[config.mk]
export PLATFORM = sky130hd
export DESIGN_NAME = uart_rx_fifo
export DESIGN_NICKNAME = d
export VERILOG_FILES = /design/src/rtl/uart_rx_fifo.sv
export SDC_FILE = /design/constraint.sdc
export NUM_CORES = 1
export LEC_CHECK = 0
export ABC_CLOCK_PERIOD_IN_PS = 2380
export BUFFER_PORTS_ARGS = -buffer_cell sky130_fd_sc_hd__buf_2
export CELL_PAD_IN_SITES_DETAIL_PLACEMENT = 0
export CELL_PAD_IN_SITES_GLOBAL_PLACEMENT = 2
export CORE_MARGIN = 3
export CORE_UTILIZATION = 46
export CTS_CLUSTER_SIZE = 10
export DETAILED_ROUTE_END_ITERATION = 16
export GPL_TIMING_DRIVEN = 0
export PLACE_DENSITY_LB_ADDON = 0.2
export SETUP_SLACK_MARGIN = 0.1
export SLEW_MARGIN = 10
export SYNTH_ARGS = -nofsm -noshare
export SYNTH_HDL_FRONTEND = slang
export SYNTH_SLANG_ARGS = --single-unit
export TNS_END_PERCENT = 30
[constraint.sdc]
create_clock -name clk -period 2.38 [get_ports clk]
set_clock_uncertainty 0.15 [all_clocks]
set_input_delay 0.119 -clock clk [delete_from_list [all_inputs] [get_ports clk]]
set_output_delay 0.119 -clock clk [all_outputs]
set_load 0.005 [all_outputs]
[src/rtl/uart_rx_fifo.sv]
// Receive-side byte FIFO for a UART: buffers received bytes, drops framing-error bytes,
// tracks sticky overrun/framing-error flags and raises irq at a fill threshold.
module uart_rx_fifo #(
    parameter int DEPTH  = 16,
    parameter int THRESH = 8
) (
    input  logic                     clk,
    input  logic                     rst_n,
    input  logic [7:0]               rx_data,
    input  logic                     rx_valid,
    input  logic                     rx_ferr,
    input  logic                     rd_en,
    input  logic                     flush,
    input  logic                     clr_err,
    output logic [7:0]               rd_data,
    output logic                     rd_valid,
    output logic [$clog2(DEPTH):0]   count,
    output logic                     empty,
    output logic                     full,
    output logic                     overrun,
    output logic                     ferr,
    output logic                     irq
);

    localparam int AW = $clog2(DEPTH);
    localparam int CW = AW + 1;
    localparam logic [CW-1:0] DEPTH_C  = CW'(DEPTH);
    localparam logic [CW-1:0] THRESH_C = CW'(THRESH);
    localparam logic [CW-1:0] CNT_ONE  = CW'(1);
    localparam logic [AW-1:0] PTR_ONE  = AW'(1);

    logic [7:0]    r_mem [DEPTH];
    logic [AW-1:0] r_wrPtr;
    logic [AW-1:0] r_rdPtr;
    logic [CW-1:0] r_count;
    logic          r_empty;
    logic          r_full;
    logic          r_overrun;
    logic          r_ferr;
    logic          r_irq;
    logic [7:0]    r_rdData;
    logic          r_rdValid;

    logic          w_pop;
    logic          w_push;
    logic          w_ovrSet;
    logic          w_ferrSet;
    logic [CW-1:0] w_countNext;

    // A pop frees a slot in the same cycle, so a full FIFO can still accept a byte alongside a pop.
    assign w_pop     = rd_en & ~r_empty & ~flush;
    assign w_push    = rx_valid & ~rx_ferr & ~flush & (~r_full | w_pop);
    assign w_ovrSet  = rx_valid & ~rx_ferr & ~flush & r_full & ~w_pop;
    assign w_ferrSet = rx_valid & rx_ferr & ~flush;

    always_comb begin
        w_countNext = r_count;
        if (flush) begin
            w_countNext = '0;
        end else if (w_push && !w_pop) begin
            w_countNext = r_count + CNT_ONE;
        end else if (w_pop && !w_push) begin
            w_countNext = r_count - CNT_ONE;
        end
    end

    always_ff @(posedge clk) begin
        if (rst_n && w_push) begin
            r_mem[r_wrPtr] <= rx_data;
        end
    end

    always_ff @(posedge clk) begin
        if (!rst_n) begin
            r_wrPtr   <= '0;
            r_rdPtr   <= '0;
            r_count   <= '0;
            r_empty   <= 1'b1;
            r_full    <= 1'b0;
            r_overrun <= 1'b0;
            r_ferr    <= 1'b0;
            r_irq     <= 1'b0;
            r_rdData  <= 8'h00;
            r_rdValid <= 1'b0;
        end else begin
            if (flush) begin
                r_wrPtr <= '0;
                r_rdPtr <= '0;
            end else begin
                if (w_push) begin
                    r_wrPtr <= r_wrPtr + PTR_ONE;
                end
                if (w_pop) begin
                    r_rdPtr <= r_rdPtr + PTR_ONE;
                end
            end
            r_count   <= w_countNext;
            r_empty   <= (w_countNext == '0);
            r_full    <= (w_countNext == DEPTH_C);
            // Set events beat a simultaneous clear so no error is silently lost.
            r_overrun <= w_ovrSet  | (r_overrun & ~clr_err);
            r_ferr    <= w_ferrSet | (r_ferr & ~clr_err);
            r_irq     <= (r_count >= THRESH_C) | r_overrun | r_ferr;
            r_rdValid <= w_pop;
            if (w_pop) begin
                r_rdData <= r_mem[r_rdPtr];
            end
        end
    end

    assign rd_data  = r_rdData;
    assign rd_valid = r_rdValid;
    assign count    = r_count;
    assign empty    = r_empty;
    assign full     = r_full;
    assign overrun  = r_overrun;
    assign ferr     = r_ferr;
    assign irq      = r_irq;

endmodule

# --- Yosys cells after proc, flatten, opt, wreduce, memory -nomap -nowiden ---
# Memory sizes are Yosys's and may differ from the RTL's. A register that Yosys moved wholly into a read port is not among the register bits.
# Index checks and enable logic that the tools add are counted.
word_totals:
  ff_bits: 19
  mem_bits_rw: 128
  input_bits: 15
  output_inout_bits: 19
  elab_cells: 52
  mem_count: 1
mem_list:
  columns: ["name", "depth", "word_bits", "read_ports", "rd_clocked_by_memory_dff", "wr", "line", "rtl"]
  rows:
  - ["r_mem", 16, 8, 1, 1, 1, "32", "logic [7:0] r_mem [DEPTH];"]
op_classes:
  n_addsub: 4
  order_cmp: 1
  eq_ne: 1
  mux: 5
  n_bitwise: 23
  n_reduce_logical: 8
ops:
  columns: ["op", "n"]
  rows:
  - ["5-bit 2-to-1 mux", 3]
  - ["1-bit AND", 11]
  - ["4-bit by 1-bit adder with 4-bit output (second input constant)", 2]
  - ["1-bit inverter", 7]
  - ["5-bit by 1-bit adder with 5-bit output (second input constant)", 1]
  - ["5-bit == test (second input constant)", 1]
  - ["5-bit by 4-bit >= comparator with 1-bit output (second input constant)", 1]
  - ["5-bit zero test", 1]
  - ["1-bit bitwise OR", 5]
  - ["5-bit by 1-bit subtractor with 5-bit output (second input constant)", 1]
  - ["1-bit logical AND", 3]
  - ["1-bit zero test", 3]
  - ["1-bit 2-to-1 mux", 2]
  - ["2-bit OR reduction", 1]

# --- Depth between registers and ports, before layout ---
depth:
  ltp_word: 11
  depth_mapped: 6
  ltp_nobuf: 6

# --- Worst setup path after synthesis ---
# OpenSTA, ideal clock, no wires.
synth_path:
  path_kind: "register -> register"
  startpoint: "register r_rdPtr[0]"
  endpoint: "register r_rdData[0], in the netlist rd_data[0], read port of r_mem"
  setup_time_ns: 0.128
  arrival_time_ns: 1.891
  required_time_ns: 2.102
  slack_ns: 0.211
  path_stages_with_launch: 7
  n_path_buf: 2
  period_less_slack_ns: 2.169
  cell_sequence: "dfxtp_1 buf_2 buf_2 mux4_2 mux4_2 nand2_1 o21ai_1"
synth_lines:
  columns: ["item", "line", "rtl"]
  rows:
  - ["start, declared", "34", "logic [AW-1:0] r_rdPtr;"]
  - ["start signal, assigned", "94", "r_rdPtr <= r_rdPtr + PTR_ONE;"]
  - ["end, declared", "41", "logic [7:0] r_rdData;"]

# --- Worst setup path in the final report ---
layout_path:
  startpoint: "register r_empty, in the netlist empty"
  endpoint: "memory r_mem[9][1] (enable)"
layout_between:
  elab_chain_cells: 8
layout_lines:
  columns: ["item", "line", "rtl"]
  rows:
  - ["start, declared", "36", "logic r_empty;"]
  - ["start signal, assigned", "98", "r_empty <= (w_countNext == '0);"]
  - ["1-bit inverter", "51", "assign w_pop = rd_en & ~r_empty & ~flush;"]
  - ["1-bit AND (2 in series)", "51", null]
  - ["1-bit bitwise OR", "52", "assign w_push = rx_valid & ~rx_ferr & ~flush & (~r_full | w_pop);"]
  - ["1-bit AND", "52", null]
  - ["1-bit logical AND", "68", "if (rst_n && w_push) begin"]
  - ["1-bit 2-to-1 mux", "68", null]
  - ["1-bit 2-to-1 mux (not written as such)", "69", "r_mem[r_wrPtr] <= rx_data;"]
  - ["end, declared", "32", null]
# No other way between the ends.

==> out/metrics.yaml <==
detail_route.wl_per_cell_um: 20.99
total_routing_usage_reported_by_global_routing_pct: 18.30
first_global_vias: 3168
crit_path_cell_trace: "nand2b_1 -> a21oi_2 -> nand2_1 -> nor2_1"
die_area_um2: 14880
antenna_left: 0
outcome: "finished, final reports clean"
dominantRegCellSynth: "edfxtp_1"
finalPower_mw: 5.660
grt_max_degree: 17
top_signal_layer_used: "met4"
portBuffers: 33
grt_pass1_wl_mm: 19.13
layout_commonest_cell: "edfxtp_1"
antenna_found_initial: 0
floorplan.initialDensity_pct: 48.06
maxSlewViolCount: 0
routed-wl-met3_um: 693
layout_min_cycle_time_ns: 2.328
gpl.final_weighted_congestion: 0.7551
power.density_cell_area_nw_per_um2: 771.8
setup.worst_path.start_class: "flip-flop"
multi_input_area_um2: 1752
hold_viol_final: 0
core_um2: 12880
num_vias: 3178
clk_root_buffer_cell: "clkbuf_16"
fillerInstances: 1032
area_of_the_mapped_netlist_um2: 6188
synth.yosys.warnings: 0
synth.net_count: 369
timing.critical_path.buf_inv: 0
worst_path_largest_cell_delay_ns: 0.69
ys_seq_area_share_pct: 70.85
std_cell_rows: 41
path_delay_family: "simple AND/OR/NAND/NOR gates"
syn_area_per_cell_um2: 17.83
seq_area_um2: 4385
drt-total-wl_mm: 12.49
flow.area_growth_from_synthesis_pct: 18.50
critPathRequiredTime_ns: 2.27
cts_max_path_buffers: 2
wl_met2_mm: 5.999
netlist-cell-type-count: 42
rsz0062_at_grt: "true"
timing.max_cap.violations: 0
cts_post_setup_buffers_inserted: 0
setup_viol: 0
worst_path_max_delay_cell: "nor2_1"
number_of_vias_per_cell_after_detailed_routing: 5.341
endpoint_kind: "flip-flop"
postSynthRegisterBits: 155
antenna-diode-count: 0
maximum_net_fanout_on_the_critical_path: 8
die_h_um: 122.0
grt_overflow: 0
drt_pass1_iterations: 4
synth_async_sr_flop_share_pct: 0
most-common-layout-cells: "128 x edfxtp_1, 40 x mux4_2, 33 x buf_2"
synth-edff-count: 128
arrival_ns: 2.22
peakVddDrop_mv: 0.7116
final_layout_size_suffix_gt1_share_pct: 31.68
max_slew.worst_pin.slew_ns: 0.8325
fin_hold_ws_ns: 0.03896
finalNetCount: 432
wirelength_met1_mm: 5.686
path_class: "flip-flop to flip-flop"
min_period_over_period_pct: 97.81
min-delay-path-class: "input port to flip-flop"
total_leakage_power_nw: 2.341
cts_inserted_buffers: 17
cts_max_level: 4
die_width_um: 122.0
tritoncts: "yes"
clkTransAtPathRegs_ns: 0.06
max-slew-margin-rel_pct: 44.30
dpl.hpwl_mm: 8.437
clkSinkCount: 155
synthesized_instance_count: 347
detail_route.drc_violations: 0
dr.first_iter.drc_count: 302
floorplan.io_pins: 34
max_freq_mhz: 429.6
clock_latency_late_sink_ns: 0.42
[where the power goes]
group / leakage [nW] / internal [mW] / switching (mW)
clock network: 0.264 / 1.53 / 1.03
logic: 0.708 / 0.0641 / 0.0946
registers: 1.37 / 2.94 / 0.00682
total: 2.34 / 4.53 / 1.13
[flip-flops by register name, summed over array words and instances, names as in the netlist]
register / count
count: 5
ferr: 1
r_wrPtr: 4
rd_valid: 1
full: 1
r_rdPtr: 4
empty: 1
overrun: 1
r_mem: 128
irq: 1
rd_data: 8
[worst reg2reg max path: stages (launching register included)]
cell and delay, ns:
dfxtp_1 0.35, nand2b_1 0.17, a21oi_2 0.33, nand2_1 0.25, nor2_1 0.69
[path summary, 6_finish.rpt]
kind	cells past startpoint	startpoint	slack [ns]	end
setup reg to reg	4	empty	0.05	r_mem[9][1]
setup / recovery	4	empty	0.05	r_mem[9][1]
hold reg to reg	2	rd_data[7]	0.29	rd_data[7]
hold / removal	4	flush	0.04	count[1]
[synthesized netlist by cell type (all sizes together), types with 4 or more instances]
cell type | number | share of area [%]
buf | 6 | 0.44
nand3 | 4 | 0.32
nor2 | 34 | 2.1
ha | 7 | 1.4
nand2 | 23 | 1.4
nand2b | 4 | 0.40
xor2 | 5 | 0.71
edfxtp | 128 | 62
nor2b | 4 | 0.40
a21oi | 4 | 0.38
dfxtp | 27 | 8.7
o21ai | 10 | 0.87
clkbuf | 11 | 0.67
inv | 5 | 0.30
nor3 | 4 | 0.51
mux4 | 40 | 15
nand4 | 4 | 0.40
[routing by layer]
layer | vias to the layer above | GRT usage (%)
met1 | 1595 | 26.08
met4 | 0 | 5.462
met3 | 11 | 5.339
met2 | 91 | 27.69
li1 | 1481 | -
met5 | - | 0
[metrics by stage]
step / std cells / setup WS, ns / util [%] / setup TNS, ns / area (um2)
after floorplan: 347 / 0.2110 / - / 0 / 6188
after global placement: 552 / -0.3014 / 51.02 / -26.99 / 6569
after detailed placement: 552 / -0.3149 / 51.02 / -26.25 / 6569
after CTS: 595 / 0.01146 / 56.69 / 0 / 7300
after global routing: 595 / -0.08942 / 56.95 / -2.848 / 7333
final: 595 / 0.05215 / 56.95 / 0 / 7333
[timing repair]
| item | in CTS | in global routing |
|---|---|---|
| resized for setup | 24 | 10 |
| gates cloned | 0 | 0 |
| pin swaps | 0 | 0 |
| hold buffers | 11 | 0 |
| endpoints found under the hold margin | 131 | 0 |
| setup endpoints to repair | 136 | 87 |
[logic make-up after synthesis]
| family | Yosys count | share of synthesized area (%) |
|---|---|---|
| compound gates | 22 | 2.608 |
| xor+xnor | 8 | 1.132 |
| fa+ha+maj | 7 | 1.415 |
| buf+inv | 22 | 1.415 |
| flops | 155 | 70.85 |
| mux | 43 | 15.20 |
| simple gates | 90 | 7.379 |
[final cells by class]
cell class	instances	area share, %
Timing Repair Buffer	44	3.754
Tap cell	172	2.935
Clock buffer	19	5.903
Inverter	5	0.2559
Multi-Input combinational cell	170	23.89
Sequential cell	155	59.80
Buffer	17	1.740
Clock inverter	13	1.723
Power figures use the tool's default switching activity.
